**src/rtl/fft_pkg.sv**
```systemverilog
// Shared FFT constants, types and helpers for the sample loader and the address generator.
package fft_pkg;
  localparam int LOG2N_DEF  = 10;
  localparam int N_DEF      = 1 << LOG2N_DEF;
  localparam int ADDR_W_DEF = 11;

  typedef logic [ADDR_W_DEF-1:0] fft_addr_t;
  typedef logic [LOG2N_DEF-2:0]  tw_idx_t;

  typedef enum logic [1:0] {IDLE, RUN, GAP, FIN} agen_state_e;

  // Reverses the low 'bits' bits of v; higher bits come back as zero.
  function automatic fft_addr_t bit_reverse(input fft_addr_t v, input int bits);
    fft_addr_t r;
    r = '0;
    for (int i = 0; i < bits; i++) r[i] = v[bits-1-i];
    return r;
  endfunction
endpackage

```
**src/rtl/fft_addr_gen_if.sv**
```systemverilog
// Butterfly request channel: operand addresses, twiddle index and stage, valid/ready.
interface fft_addr_gen_if #(
  parameter int LOG2N  = 10,
  parameter int ADDR_W = 11
);
  localparam int SW = $clog2(LOG2N);

  logic              bf_valid;
  logic              bf_ready;
  logic [ADDR_W-1:0] addr_a;
  logic [ADDR_W-1:0] addr_b;
  logic [LOG2N-2:0]  tw_idx;
  logic [SW-1:0]     stage;

  modport master (output bf_valid, addr_a, addr_b, tw_idx, stage, input bf_ready);
  modport slave  (input bf_valid, addr_a, addr_b, tw_idx, stage, output bf_ready);
endinterface

```
**src/rtl/fft_bf_index.sv**
```systemverilog
// Maps (stage, butterfly counter) to the two in-place operand addresses and the twiddle index.
module fft_bf_index
  import fft_pkg::*;
#(
  parameter int LOG2N  = LOG2N_DEF,
  parameter int ADDR_W = ADDR_W_DEF,
  localparam int SW    = $clog2(LOG2N),
  localparam int KW    = LOG2N - 1
) (
  input  logic [SW-1:0]     s,
  input  logic [KW-1:0]     k,
  output logic [ADDR_W-1:0] addr_a,
  output logic [ADDR_W-1:0] addr_b,
  output logic [KW-1:0]     tw_idx
);
  logic [KW-1:0]    mask, pos, grp;
  logic [LOG2N-1:0] half, a;

  always_comb begin
    mask   = ~({KW{1'b1}} << s);
    pos    = k & mask;
    grp    = k >> s;
    half   = LOG2N'(1) << s;
    // group base is grp*2*half; pos < half so the OR never collides with it
    a      = (({1'b0, grp} << s) << 1) | {1'b0, pos};
    tw_idx = pos << (KW - int'(s));
    addr_a = ADDR_W'(a);
    addr_b = ADDR_W'(a + half);
  end
endmodule

```
**src/rtl/fft_addr_gen.sv**
```systemverilog
// Radix-2 DIT in-place FFT address sequencer with inter-stage drain gap.
// Optional FFT_AGEN_PERF_CNT_EN adds a saturating stall counter output.
module fft_addr_gen
  import fft_pkg::*;
#(
  parameter int LOG2N     = LOG2N_DEF,
  parameter int ADDR_W    = ADDR_W_DEF,
  parameter int STAGE_GAP = 4
) (
  input  logic            clk,
  input  logic            rst,
  input  logic            start,
  fft_addr_gen_if.master  bf,
  output logic            busy,
  output logic            done
`ifdef FFT_AGEN_PERF_CNT_EN
  ,
  output logic [15:0]     stall_cnt
`endif
);
  localparam int SW = $clog2(LOG2N);
  localparam int KW = LOG2N - 1;
  localparam int GW = (STAGE_GAP > 1) ? $clog2(STAGE_GAP) : 1;

  agen_state_e       state;
  logic [SW-1:0]     s_q, s_n;
  logic [KW-1:0]     k_q, k_n;
  logic [GW-1:0]     gap_q;
  logic              bf_valid;
  logic [ADDR_W-1:0] addr_a, addr_b, a_n, b_n;
  logic [KW-1:0]     tw_idx, tw_n;
  logic              hs, k_last, s_last, gap_end, load;

  assign hs      = bf_valid & bf.bf_ready;
  assign k_last  = &k_q;
  assign s_last  = (s_q == SW'(LOG2N-1));
  assign gap_end = (gap_q == GW'(STAGE_GAP-1));

  // Coordinates of the butterfly to present after this edge.
  always_comb begin
    s_n = '0;
    k_n = '0;
    case (state)
      RUN:     begin
        k_n = k_q + 1'b1;
        s_n = k_last ? s_q + 1'b1 : s_q;
      end
      GAP:     s_n = s_q + 1'b1;
      default: ;
    endcase
  end

  // Edges where a new butterfly is registered onto the outputs.
  always_comb begin
    load = 1'b0;
    case (state)
      IDLE:    load = start;
      RUN:     load = hs && !(k_last && (s_last || STAGE_GAP > 0));
      GAP:     load = gap_end && !s_last;
      default: load = 1'b0;
    endcase
  end

  fft_bf_index #(.LOG2N(LOG2N), .ADDR_W(ADDR_W)) u_idx (
    .s      (s_n),
    .k      (k_n),
    .addr_a (a_n),
    .addr_b (b_n),
    .tw_idx (tw_n)
  );

  always_ff @(posedge clk) begin
    if (rst) begin
      state    <= IDLE;
      s_q      <= '0;
      k_q      <= '0;
      gap_q    <= '0;
      bf_valid <= 1'b0;
      addr_a   <= '0;
      addr_b   <= '0;
      tw_idx   <= '0;
      busy     <= 1'b0;
      done     <= 1'b0;
    end else begin
      done <= 1'b0;
      case (state)
        IDLE: if (start) begin
          state    <= RUN;
          busy     <= 1'b1;
          bf_valid <= 1'b1;
        end
        RUN: if (hs && k_last && (s_last || STAGE_GAP > 0)) begin
          bf_valid <= 1'b0;
          gap_q    <= '0;
          if (STAGE_GAP > 0) state <= GAP;
          else begin
            state <= FIN;
            done  <= 1'b1;
          end
        end
        GAP: if (gap_end) begin
          if (s_last) begin
            state <= FIN;
            done  <= 1'b1;
          end else begin
            state    <= RUN;
            bf_valid <= 1'b1;
          end
        end else gap_q <= gap_q + 1'b1;
        FIN: begin
          state <= IDLE;
          busy  <= 1'b0;
        end
        default: state <= IDLE;
      endcase
      if (load || hs) k_q <= k_n;
      if (load) begin
        s_q    <= s_n;
        addr_a <= a_n;
        addr_b <= b_n;
        tw_idx <= tw_n;
      end
    end
  end

`ifdef FFT_AGEN_PERF_CNT_EN
  always_ff @(posedge clk) begin
    if (rst || (state == IDLE && start)) stall_cnt <= '0;
    else if (bf_valid && !bf.bf_ready && stall_cnt != 16'hFFFF) stall_cnt <= stall_cnt + 16'd1;
  end
`endif

  assign bf.bf_valid = bf_valid;
  assign bf.addr_a   = addr_a;
  assign bf.addr_b   = addr_b;
  assign bf.tw_idx   = tw_idx;
  assign bf.stage    = s_q;
endmodule

```
**src/flat_wrapper.sv**
```systemverilog
// flat-port wrapper written by rule: the top's interface ports become plain ports
module fft_addr_gen_flat import fft_pkg::*;
#(
  parameter int LOG2N     = LOG2N_DEF,
  parameter int ADDR_W    = ADDR_W_DEF,
  parameter int STAGE_GAP = 4
)
  (clk, rst, start, busy, done, bf_bf_valid, bf_addr_a, bf_addr_b, bf_tw_idx, bf_stage, bf_bf_ready);
  fft_addr_gen_if #(.LOG2N(LOG2N), .ADDR_W(ADDR_W)) bf_i ();
  input  logic clk;
  input  logic rst;
  input  logic start;
  output logic busy;
  output logic done;
  output wire logic [$bits(bf_i.bf_valid)-1:0] bf_bf_valid;
  output wire logic [$bits(bf_i.addr_a)-1:0] bf_addr_a;
  output wire logic [$bits(bf_i.addr_b)-1:0] bf_addr_b;
  output wire logic [$bits(bf_i.tw_idx)-1:0] bf_tw_idx;
  output wire logic [$bits(bf_i.stage)-1:0] bf_stage;
  input wire logic [$bits(bf_i.bf_ready)-1:0] bf_bf_ready;
  assign bf_bf_valid = bf_i.bf_valid;
  assign bf_addr_a = bf_i.addr_a;
  assign bf_addr_b = bf_i.addr_b;
  assign bf_tw_idx = bf_i.tw_idx;
  assign bf_stage = bf_i.stage;
  assign bf_i.bf_ready = bf_bf_ready;
  fft_addr_gen #(.LOG2N(LOG2N), .ADDR_W(ADDR_W), .STAGE_GAP(STAGE_GAP)) u_core (.clk(clk), .rst(rst), .start(start), .bf(bf_i), .busy(busy), .done(done));
endmodule
```
**config.mk**
```make
export PLATFORM = sky130hd
export DESIGN_NAME = fft_addr_gen_flat
export DESIGN_NICKNAME = d
export VERILOG_FILES = /design/src/rtl/fft_pkg.sv /design/src/rtl/fft_addr_gen_if.sv /design/src/rtl/fft_bf_index.sv /design/src/rtl/fft_addr_gen.sv /design/src/flat_wrapper.sv
export SDC_FILE = /design/constraint.sdc
export NUM_CORES = 1
export LEC_CHECK = 0
export BUFFER_PORTS_ARGS = -buffer_cell sky130_fd_sc_hd__buf_2
export CAP_MARGIN = 10
export CORE_MARGIN = 2
export CORE_UTILIZATION = 59
export CTS_CLUSTER_DIAMETER = 100
export DETAILED_ROUTE_END_ITERATION = 12
export PLACE_DENSITY = 0.8
export SLEW_MARGIN = 0
export SYNTH_ARGS = -nofsm -noshare
export SYNTH_HDL_FRONTEND = slang
export SYNTH_SLANG_ARGS = --single-unit
```
**constraint.sdc**
```tcl
create_clock -name clk -period 5.6 [get_ports clk]
set_input_delay 0.28 -clock clk [delete_from_list [all_inputs] [get_ports clk]]
set_output_delay 0.28 -clock clk [all_outputs]
set_load 0.02 [all_outputs]
```
==> results of run 1 <==
==> layer usage <==
| metal | share of wire, % | vias to the layer above |
|---|---|---|
| met5 | 0 | - |
| met4 | 2.2 | 0 |
| met3 | 6.3 | 24 |
| met2 | 45 | 151 |
| met1 | 46 | 1725 |
| li1 | - | 1861 |
==> worst paths after layout <==
check,from,end,slack (ns)
setup reg to reg,u_core.k_q[0],u_core.bf.addr_b[8],0.53
hold / removal,start,u_core.busy,0.39
setup / recovery,u_core.k_q[0],u_core.bf.addr_b[8],0.53
hold reg to reg,u_core.bf.addr_b[7],u_core.bf.addr_b[7],0.45
==> flip-flops by register name, indices dropped and copies added, names as in the netlist <==
| name | cells |
|---|---|
| u_core.bf.stage | 4 |
| u_core.gap_q | 2 |
| u_core.k_q | 9 |
| u_core.bf.addr_b | 11 |
| u_core.bf.bf_valid | 1 |
| u_core.bf.tw_idx | 9 |
| u_core.done | 1 |
| u_core.bf.addr_a | 10 |
| u_core.state | 2 |
| u_core.busy | 1 |
==> power breakdown <==
group | internal, µW | switching, µW
logic | 155 | 363
registers | 391 | 24.5
clock network | 99.9 | 120
total | 646 | 508
==> cell usage in the layout (no fill, tap or decap), types with 3 or more instances in the layout <==
cell type	n
a31oi_1	8
xor2_1	3
mux2i_1	8
nand2_1	64
buf_2	40
a22oi_1	5
clkbuf_8	6
a22o_1	4
a211o_1	3
dfxtp_1	50
and2_1	5
nand2b_1	7
a21oi_1	44
and3_1	6
nand3_1	18
o21a_1	4
or3_1	3
inv_1	15
buf_4	9
o21ai_0	20
a21oi_2	5
xnor2_1	3
nor3_1	18
ha_1	21
nor3b_1	3
inv_2	5
o211ai_1	3
a211oi_1	5
o21ai_1	9
nor2_1	73
a31oi_2	5
==> logic make-up (layout without fill, tap and decap cells) <==
logic type	Yosys count	in the layout	synth area share, %
xor+xnor	6	6	1.406
flops	50	50	26.77
other cells	2	2	0.2009
fa+ha+maj	23	23	7.898
simple gates	213	213	25.94
compound gates	153	153	28.82
mux	10	10	2.845
buf+inv	53	78	6.124
==> tightest hold or removal path, stage by stage <==
cell and delay [ns]:
buf_2 0.08, nand2_1 0.09, nor2_1 0.10, a21oi_1 0.04
nor2_1 0.07
==> through the flow <==
stage               utilization, %  hold WS [ns]  area [µm²]
floorplan                        -        0.4611        3739
global placement             63.49        0.4355        3963
detailed placement           63.49        0.4403        3963
CTS                          64.96        0.3927        4054
global route                 65.16        0.4512        4066
finish                       65.16        0.3854        4066
==> layout make-up <==
class	instances	share of cell area (%)
inverter	20	1.846
sequential	50	24.62
clock buffer	7	2.123
multi-input combinational	407	62.06
clock inverter	1	0.1231
tap	77	2.369
timing repair buffer	50	6.862
==> flow_summary_export.csv, run 1 <==
group,metric,value,unit
sta,skew,0.005031,ns
die,start_util,59.90,%
sta,fmax,0.1971,GHz
sta,drv_slew,0,
sta,setup_viol,0,
die,rows,29,
drt,num_vias,3761,
critical_path,crit_path_frequent_cell,"o21ai_0",
placed_design,dp_hpwl,7.214,mm
yosys,avgSynthCellArea,7.331,µm²
yosys,yosysWarnings,0,
yosys,synth-async-reset-ratio,0,%
grt,grt_usage,28.41,%
pwr,peakVddDrop,0.3211,mV
clock_tree,cts-hold-fix-buffers,0,
final_layout,area_growth_syn_to_layout,8.768,%
grt,grt_max_degree,52,
final_layout,instances_no_fill,612,
final_layout,multi_input_area,2524,µm²
clock_tree,clk_pin_slew,0.09,ns
grt,grt_pass1_vias,3447,
placed_design,routabilityCongestion,0.8989,
clock_tree,post_cts_resized,0,
worst_hold_path,min_path_type,"in2reg",
clock_tree,clockBufferDepth,2,
yosys,yosysTopAreaCellShare,26.77,%
critical_path,cp_slowest_cell,"a211o_2",
die,die_w,83.60,µm
critical_path,crit_required,5.86,ns
yosys,syn-num-nets,537,
sta,worst_pin_slew,1.088,ns
grt,grt_remaining_overflow,0,
drt,dr.pass1.iters,5,
worst_hold_path,min_delay_path_depth,5,
final_layout,drive_above_1_share,17.20,%
critical_path,rr_worst_depth,22,
grt,gr-usage-met2,45.24,%
die,core,6241,µm²
sta,final.min_clock_period,5.073,ns
yosys,synthTopCellsByArea,"dfxtp_1 (27%), ha_1 (7.4%), nor2_1 (7.3%)",
critical_path,worstPathArrival,5.33,ns
placed_design,port_buffers,40,
grt,grt_pass1_wl,16.57,mm
yosys,synth_common_cells,"nor2_1 (73), nand2_1 (64), dfxtp_1 (50)",
final_layout,finalNetCount,561,
grt,antenna_found_initial,0,
yosys,ys_seq_elements,50,
clock_tree,clkLatencyLatePin,0.31,ns
grt,use_met1,38.97,%
sta,hold_violations,0,
critical_path,end_kind,"flip-flop",
critical_path,max_stage_delay,0.51,ns
final_layout,fillers,581,
clock_tree,cts_root_buffer,"clkbuf_8",
grt,grt.met3_usage,4.847,%
final_layout,seq_area,1001,µm²
yosys,yosysSeqAreaShare,26.77,%
clock_tree,cts_sinks,50,
placed_design,placed_cells,604,
yosys,synth.most_common_cell,"nor2_1",
drt,drt-initial-drc-count,285,
status,status,"finished clean",
yosys,synthFlopType,"dfxtp_1",
critical_path,path_cells,"ha_1 -> and2_1 -> nand2_1 -> nor2_1 -> ha_2 -> a211oi_2 -> a211o_2 -> mux2_4 -> o21ai_2 -> a2111oi_2 -> a311oi_2 -> o32ai_2 -> ha_1 -> nor2b_1 -> o21ai_0 -> a21oi_1 -> o21ai_0 -> a21oi_1 -> o21ai_0 -> nand2b_1 -> nor4b_1 -> a211o_1",
pwr,p_total,1154,µW
die,ioPinCount,42,
pwr,powerDensity,283.8,nW/µm²
critical_path,cp_top_family,"compound AO/OA/AOI/OAI gates",
run,maxCapViolCount,0,
critical_path,crit_path_max_fanout,23,
clock_tree,cts_buffers,5,
placed_design,dp_slack,0.5274,ns
die,die_h,83.60,µm
die,die_area,6989,µm²
clock_tree,cts_setup_buffers,0,
grt,grt_busiest_layer,"met2",
sta,min_period_over_period,90.60,%
clock_tree,cts_tree,"built",
pwr,cellLeakagePower,0.001657,µW
yosys,synth_area,3739,µm²
sta,worst_slack,0.5267,ns
yosys,synth_edf_count,0,
critical_path,cp.depth,22,
sta,grt_setup_unrepaired,"no",
drt,drtAntennaViolNets,0,
drt,wl,9.949,mm
drt,wl_per_cell,16.26,µm
final_layout,antenna_cells,0,
critical_path,crit_type,"reg2reg",
yosys,synth_area_leader_cell,"dfxtp_1",
sta,max_slew_margin,27.45,%
critical_path,critPathLaunchType,"flip-flop",
drt,post-route-drc-count,0,
yosys,synthDistinctLibCells,75,
critical_path,crit_buf_inv,0,
sta,finalSetupTns,0,ns
yosys,postSynthCellCount,510,
clock_tree,cts_max_level,2,
drt,via_per_inst,6.145,
Power figures use the tool's default switching activity.
==> run 2: changes to the inputs <==
--- a/config.mk
+++ b/config.mk
@@ -8,10 +8,10 @@
 export BUFFER_PORTS_ARGS = -buffer_cell sky130_fd_sc_hd__buf_2
 export CAP_MARGIN = 10
 export CORE_MARGIN = 2
-export CORE_UTILIZATION = 59
+export CORE_UTILIZATION = 50
 export CTS_CLUSTER_DIAMETER = 100
 export DETAILED_ROUTE_END_ITERATION = 12
-export PLACE_DENSITY = 0.8
+export PLACE_DENSITY = 0.7
 export SLEW_MARGIN = 0
 export SYNTH_ARGS = -nofsm -noshare
 export SYNTH_HDL_FRONTEND = slang
==> run 2 against run 1 <==
Net effect: worst hold slack improved by 0.014 ns; die area rose by 17%; core utilization fell by 9.0 points; global-route usage fell by 3.5 points; final area rose by 0.25%; fmax rose by 0.71%; setup slack improved by 0.036 ns.
==> flow_summary_export.csv, run 2 (synthesis results as in run 1) <==
group,metric,value,unit
clock_tree,cts_buffers,5,
sta,setup_viol,0,
critical_path,worstPathArrival,5.29,ns
critical_path,max_stage_delay,0.52,ns
placed_design,port_buffers,40,
grt,grt_pass1_vias,3429,
die,die_area,8185,µm²
placed_design,placed_cells,626,
critical_path,worst_r2r_startpoint,"u_core.k_q[0]",
sta,finalSetupTns,0,ns
die,rows,31,
status,status,"finished clean",
grt,grt_pass1_wl,17.02,mm
grt,grt_max_degree,52,
critical_path,end_kind,"flip-flop",
final_layout,final_common_cell,"nor2_1",
critical_path,crit_buf_inv,0,
sta,drv_slew,0,
critical_path,endpoint,"u_core.bf.addr_b[8]",
drt,wl,10.12,mm
drt,post-route-drc-count,0,
sta,min_period_over_period,89.96,%
drt,num_vias,3764,
die,ioPinCount,42,
final_layout,largest-register,"u_core.bf.addr_b",
critical_path,crit_required,5.85,ns
die,start_util,51.54,%
final_layout,reg_top3,"u_core.bf.addr_b (11), u_core.bf.addr_a (10)",
critical_path,path_cells,"ha_1 -> and2_1 -> nand2_1 -> nor2_1 -> ha_1 -> a211oi_2 -> a211o_2 -> mux2_4 -> o21ai_2 -> a2111oi_2 -> a311oi_2 -> o32ai_2 -> ha_1 -> nor2b_1 -> o21ai_0 -> a21oi_1 -> o21ai_0 -> a21oi_1 -> o21ai_0 -> nand2b_1 -> nor4b_1 -> a211o_1",
final_layout,largest_register_ffs,11,
final_layout,finalNetCount,561,
final_layout,area_growth_syn_to_layout,9.036,%
drt,via_per_inst,5.946,
sta,fmax,0.1985,GHz
drt,wl_per_cell,15.99,µm
final_layout,final_cell_mix,"nor2_1 (73), nand2_1 (64), dfxtp_1 (50)",
final_layout,instances_no_fill,633,
die,core,7253,µm²
sta,max_slew_margin,27.06,%
pwr,powerDensity,279.9,nW/µm²
drt,dr.pass1.iters,5,
critical_path,r2r_setup_slack,0.56,ns
pwr,cellLeakagePower,0.001649,µW
critical_path,cp_slowest_cell,"a211o_2",
sta,skew,0.007008,ns
critical_path,cp_top_family,"compound AO/OA/AOI/OAI gates",
sta,worst_pin_slew,1.094,ns
grt,antenna_found_initial,0,
final_layout,antenna_cells,0,
grt,grt_usage,24.88,%
critical_path,startpoint,"u_core.k_q[0]",
run,maxCapViolCount,0,
drt,drtAntennaViolNets,0,
sta,grt_setup_unrepaired,"no",
sta,final.min_clock_period,5.038,ns
clock_tree,clk_pin_slew,0.09,ns
critical_path,crit_type,"reg2reg",
critical_path,rr_worst_depth,22,
sta,worst_slack,0.5624,ns
placed_design,dp_slack,0.6109,ns
placed_design,dp_hpwl,7.403,mm
final_layout,fillers,756,
clock_tree,clkLatencyLatePin,0.30,ns
clock_tree,cts_root_buffer,"clkbuf_8",
clock_tree,cts_max_level,2,
placed_design,routabilityCongestion,0.9588,
clock_tree,cts_sinks,50,
clock_tree,clockBufferDepth,2,
worst_hold_path,min_path_type,"in2reg",
grt,grt_remaining_overflow,0,
critical_path,cp.depth,22,
die,die_h,90.47,µm
critical_path,r2r_end,"u_core.bf.addr_b[8]",
pwr,peakVddDrop,0.1353,mV
final_layout,drive_above_1_share,16.85,%
drt,drt-initial-drc-count,296,
critical_path,crit_path_max_fanout,23,
critical_path,critPathLaunchType,"flip-flop",
clock_tree,cts_setup_buffers,0,
die,die_w,90.47,µm
sta,hold_violations,0,
clock_tree,cts_tree,"built",
## run 2: changes by cell type in the layout (fill, tap and decap cells not counted), sizes merged
cell    before  now
clkinv       1    0
## run 2: how the worst min path moves through the flow
stage | from | endpoint | slack, ns | depth (start not counted)
after detailed placement | u_core.bf.addr_b[3] | u_core.bf.addr_b[3] | 0.44 | 2
after global routing | start | u_core.busy | 0.46 | 5
after floorplan | u_core.k_q[8] | u_core.k_q[8] | 0.46 | 2
after global placement | u_core.bf.addr_b[3] | u_core.bf.addr_b[3] | 0.44 | 2
final | start | u_core.busy | 0.40 | 5
after CTS | start | u_core.busy | 0.41 | 5
## run 2: timing repair
action / 4_1_cts / 5_1_grt
resized for setup: 0 / 2
endpoints found under the setup margin: 0 / 1
hold buffers: 0 / 0
## run 2: layer usage
metal	part of all wire (%)	vias up	global-route usage [%]	wire length [µm]
met5	0	-	0	0
met4	1.7	0	6.923	174
met3	6.0	17	3.422	603
met2	44	140	39.24	4495
met1	48	1736	35.47	4848
li1	-	1871	-	-
## run 2: final cells by class
| type | instances | area [µm²] | area share [%] |
|---|---|---|---|
| multi-input combinational | 407 | 2525 | 61.94 |
| sequential | 50 | 1001 | 24.55 |
| timing repair buffer | 50 | 275.3 | 6.753 |
| tap | 99 | 123.9 | 3.039 |
| clock buffer | 7 | 76.32 | 1.872 |
| inverter | 20 | 75.07 | 1.842 |
## run 2: worst reg2reg max path: cells and delay by family (launching register included)
kind | cells | cell delay [ns]
DFF | 1 | 0.39
and+or+nand+nor | 6 | 0.89
AOI/OAI and AO/OA | 12 | 2.39
adders and majority gates | 3 | 0.91
muxes | 1 | 0.40
## run 2: per-stage QoR
stage | hold slack (ns) | utilization, % | instance area (µm²) | total power (µW)
4_1_cts | 0.4133 | 56.06 | 4066 | 1148
5_1_grt | 0.4567 | 56.20 | 4076 | 1223
3_3_place_gp | 0.4371 | 55.01 | 3990 | 932.9
2_1_floorplan | 0.4611 | - | 3739 | 814.2
3_5_place_dp | 0.4423 | 55.01 | 3990 | 939.6
6_report | 0.3992 | 56.20 | 4076 | 1141
## run 2: power by group
part	leakage, µW	switching (µW)	internal [µW]	total [µW]
combinational	0.00121	365	156	521
clock	0.0000383	117	86.4	203
sequential	0.000405	25.5	391	417
==> run 3: changes to the inputs <==
--- a/config.mk
+++ b/config.mk
@@ -15,4 +15,5 @@
 export SLEW_MARGIN = 0
 export SYNTH_ARGS = -nofsm -noshare
 export SYNTH_HDL_FRONTEND = slang
+export SYNTH_HIERARCHICAL = 1
 export SYNTH_SLANG_ARGS = --single-unit
==> run 3 against run 2 <==
Net effect: sequential share of layout area is 0.48 points higher; clock power grew 26%; core utilization down 0.28 points; non-clock buffer count is the same; largest cell class unchanged; largest power group unchanged.
==> flow_summary_export.csv, run 3 <==
group,metric,value,unit
sta,finalSetupTns,0,ns
final_layout,fillers,743,
critical_path,crit_path_max_fanout,26,
yosys,syn-num-nets,507,
critical_path,critPathLaunchType,"flip-flop",
critical_path,max_stage_delay,0.53,ns
grt,grt_usage,23.57,%
yosys,synth_edf_count,0,
sta,worst_pin_slew,0.9389,ns
clock_tree,clkLatencyLatePin,0.31,ns
clock_tree,cts_root_buffer,"clkbuf_8",
placed_design,routabilityCongestion,1.058,
critical_path,r2r_end,"u_core/bf.addr_b[9]",
grt,grt_pass1_wl,16.44,mm
clock_tree,cts_setup_buffers,0,
pwr,swShare,40.05,%
placed_design,dp_hpwl,6.746,mm
pwr,cellLeakagePower,0.001624,µW
clock_tree,clk_pin_slew,0.10,ns
sta,min_period_over_period,85.59,%
pwr,powerDensity,265.0,nW/µm²
pwr,p_sw,432.8,µW
yosys,synth_common_cells,"dfxtp_1 (51), a21oi_1 (47), o21ai_0 (44)",
yosys,synthTopCellsByArea,"dfxtp_1 (27%), ha_1 (7.3%), a21oi_1 (6.2%)",
critical_path,crit_type,"reg2reg",
yosys,synthFlopType,"dfxtp_1",
grt,grt_pass1_vias,3305,
die,start_util,51.68,%
yosys,synth_area_leader_cell,"dfxtp_1",
run,maxCapViolCount,0,
sta,setup_viol,0,
critical_path,crit_buf_inv,3,
placed_design,dpl_cell_area,3971,µm²
final_layout,utilization,55.92,%
sta,grt_setup_unrepaired,"no",
yosys,ys_seq_elements,51,
worst_hold_path,hold_start,"start",
pwr,peakVddDrop,0.2376,mV
clock_tree,post_cts_resized,0,
grt,grt_remaining_overflow,0,
grt,grt_max_degree,52,
pwr,power_frac_comb,38.8,%
clock_tree,cts-hold-fix-buffers,0,
yosys,yosysSeqAreaShare,27.09,%
final_layout,drive_above_1_share,15.34,%
die,die_area,8247,µm²
clock_tree,cts_buffers,5,
yosys,yosysWarnings,6,
pwr,pwr-share-clk,23.6,%
die,rows,31,
status,status,"finished clean",
sta,skew,0.01315,ns
worst_hold_path,hold_path_end,"u_core/busy",
drt,post-route-drc-count,0,
drt,via_per_inst,6.125,
sta,final.min_clock_period,4.793,ns
yosys,synthDistinctLibCells,73,
yosys,avgSynthCellArea,7.851,µm²
critical_path,rr_worst_depth,18,
critical_path,crit_required,5.83,ns
worst_hold_path,min_path_type,"in2reg",
pwr,pwr-share-seq,37.5,%
drt,drt-initial-drc-count,353,
final_layout,final_area,4078,µm²
drt,wl_per_cell,15.92,µm
yosys,synth.most_common_cell,"dfxtp_1",
final_layout,antenna_cells,0,
critical_path,worst_r2r_startpoint,"u_core/state[1]",
critical_path,cp_top_family,"compound AO/OA/AOI/OAI gates",
final_layout,reg_top3,"u_core/bf.addr_a (11), u_core/bf.addr_b (11)",
critical_path,cp_slowest_cell,"ha_1",
final_layout,final_cell_mix,"dfxtp_1 (51), a21oi_1 (47), o21ai_0 (44)",
sta,max_slew_margin,37.41,%
clock_tree,cts_max_level,2,
clock_tree,clockBufferDepth,2,
placed_design,port_buffers,41,
final_layout,final_common_cell,"dfxtp_1",
final_layout,area_growth_syn_to_layout,8.201,%
die,ioPinCount,42,
yosys,yosysTopAreaCellShare,27.09,%
die,die_w,90.82,µm
critical_path,worstPathArrival,5.03,ns
worst_hold_path,min_delay_path_depth,3,
drt,drtAntennaViolNets,0,
drt,wl,9.569,mm
clock_tree,cts_sinks,51,
sta,drv_slew,0,
yosys,postSynthCellCount,480,
critical_path,r2r_setup_slack,0.81,ns
critical_path,path_cells,"inv_1 -> ha_1 -> inv_1 -> o41ai_2 -> buf_4 -> mux2_1 -> a32o_1 -> o22ai_2 -> o21a_1 -> a31oi_1 -> ha_1 -> o21ai_1 -> o21ai_1 -> a31o_1 -> a21oi_1 -> xnor2_1 -> nand3_1 -> a21oi_1",
drt,num_vias,3681,
sta,fmax,0.2086,GHz
die,die_h,90.82,µm
yosys,synth_area,3769,µm²
drt,dr.pass1.iters,5,
clock_tree,cts_tree,"built",
sta,hold_violations,0,
grt,antenna_found_initial,0,
yosys,synth-async-reset-ratio,0,%
critical_path,end_kind,"flip-flop",
final_layout,finalNetCount,529,
die,core,7292,µm²
critical_path,startpoint,"u_core/state[1]",
pwr,internal_power,647.9,µW
-- run 3: cell count changes in the layout (fill, tap and decap cells not counted), sizes merged, moves of 4 or more --
| cell | change |
|---|---|
| a211o | -4 |
| nand2 | -37 |
| a22oi | -5 |
| o21ai | +20 |
| nor3 | -6 |
| and2 | +4 |
| xnor2 | +8 |
| nand3 | +21 |
| nor2 | -43 |
| a31oi | -8 |
| mux2i | +6 |
-- run 3: layout make-up --
class / instances / area [µm²] / share of cell area, %
repair buffers: 50 / 272.8 / 6.689
flip-flops and latches: 51 / 1021 / 25.04
clock inverters: 2 / 37.54 / 0.9205
inverters: 19 / 71.32 / 1.749
well taps: 99 / 123.9 / 3.038
multi-input cells: 375 / 2482 / 60.88
clock buffers: 5 / 68.82 / 1.688
-- run 3: cells by family after synthesis --
group,share of synthesized area [%]
multiplexers,4.017
buffers and inverters,7.370
other,0.1993
AND/OR/NAND/NOR,22.48
adder cells (fa/ha/maj),7.835
AO/OA/AOI/OAI,28.22
XOR/XNOR,2.789
flip-flops,27.09
-- run 3: how the worst max path moves through the flow --
| stage | cells after the start | to |
|---|---|---|
| 2_1_floorplan | 22 | u_core/bf.addr_b[8] |
| 3_3_place_gp | 18 | u_core/bf.addr_b[8] |
| 3_5_place_dp | 18 | u_core/bf.addr_b[9] |
| 4_1_cts | 18 | u_core/bf.addr_b[9] |
| 5_1_grt | 18 | u_core/bf.addr_b[9] |
| 6_report | 18 | u_core/bf.addr_b[9] |
-- run 3: metal layers --
metal  global-route usage, %  share of wire (%)  wire length (µm)
met2                   36.19                 46              4434
met1                   34.67                 47              4476
met3                   3.088                5.5               525
met5                       0                  0                 0
met4                   6.313                1.4               132
-- run 3: worst register-to-register path, stage by stage, from the launching register on --
cell	delay, ns
dfxtp_1	0.35
inv_1	0.12
ha_1	0.53
inv_1	0.31
o41ai_2	0.43
buf_4	0.38
mux2_1	0.39
a32o_1	0.23
o22ai_2	0.17
o21a_1	0.19
a31oi_1	0.12
ha_1	0.38
o21ai_1	0.22
o21ai_1	0.13
a31o_1	0.23
a21oi_1	0.17
xnor2_1	0.14
nand3_1	0.08
a21oi_1	0.15
-- run 3: through the flow --
step           total power [µW]  instances  hold slack (ns)  setup slack, ns
2_1_floorplan             751.0        480           0.4671            1.258
3_3_place_gp              821.5        594           0.4405            1.027
3_5_place_dp              828.5        594           0.4517           0.8460
4_1_cts                    1082        601           0.3664           0.8324
5_1_grt                    1149        601           0.3707           0.4180
6_report                   1081        601           0.3699           0.8071
-- run 3: power groups by stage --
stage               logic, µW  registers [µW]  clock network (µW)
floorplan                 320             431                   0
global placement          409             413                   0
detailed placement        414             414                   0
CTS                       416             406                 260
global route              464             409                 277
finish                    420             406                 255
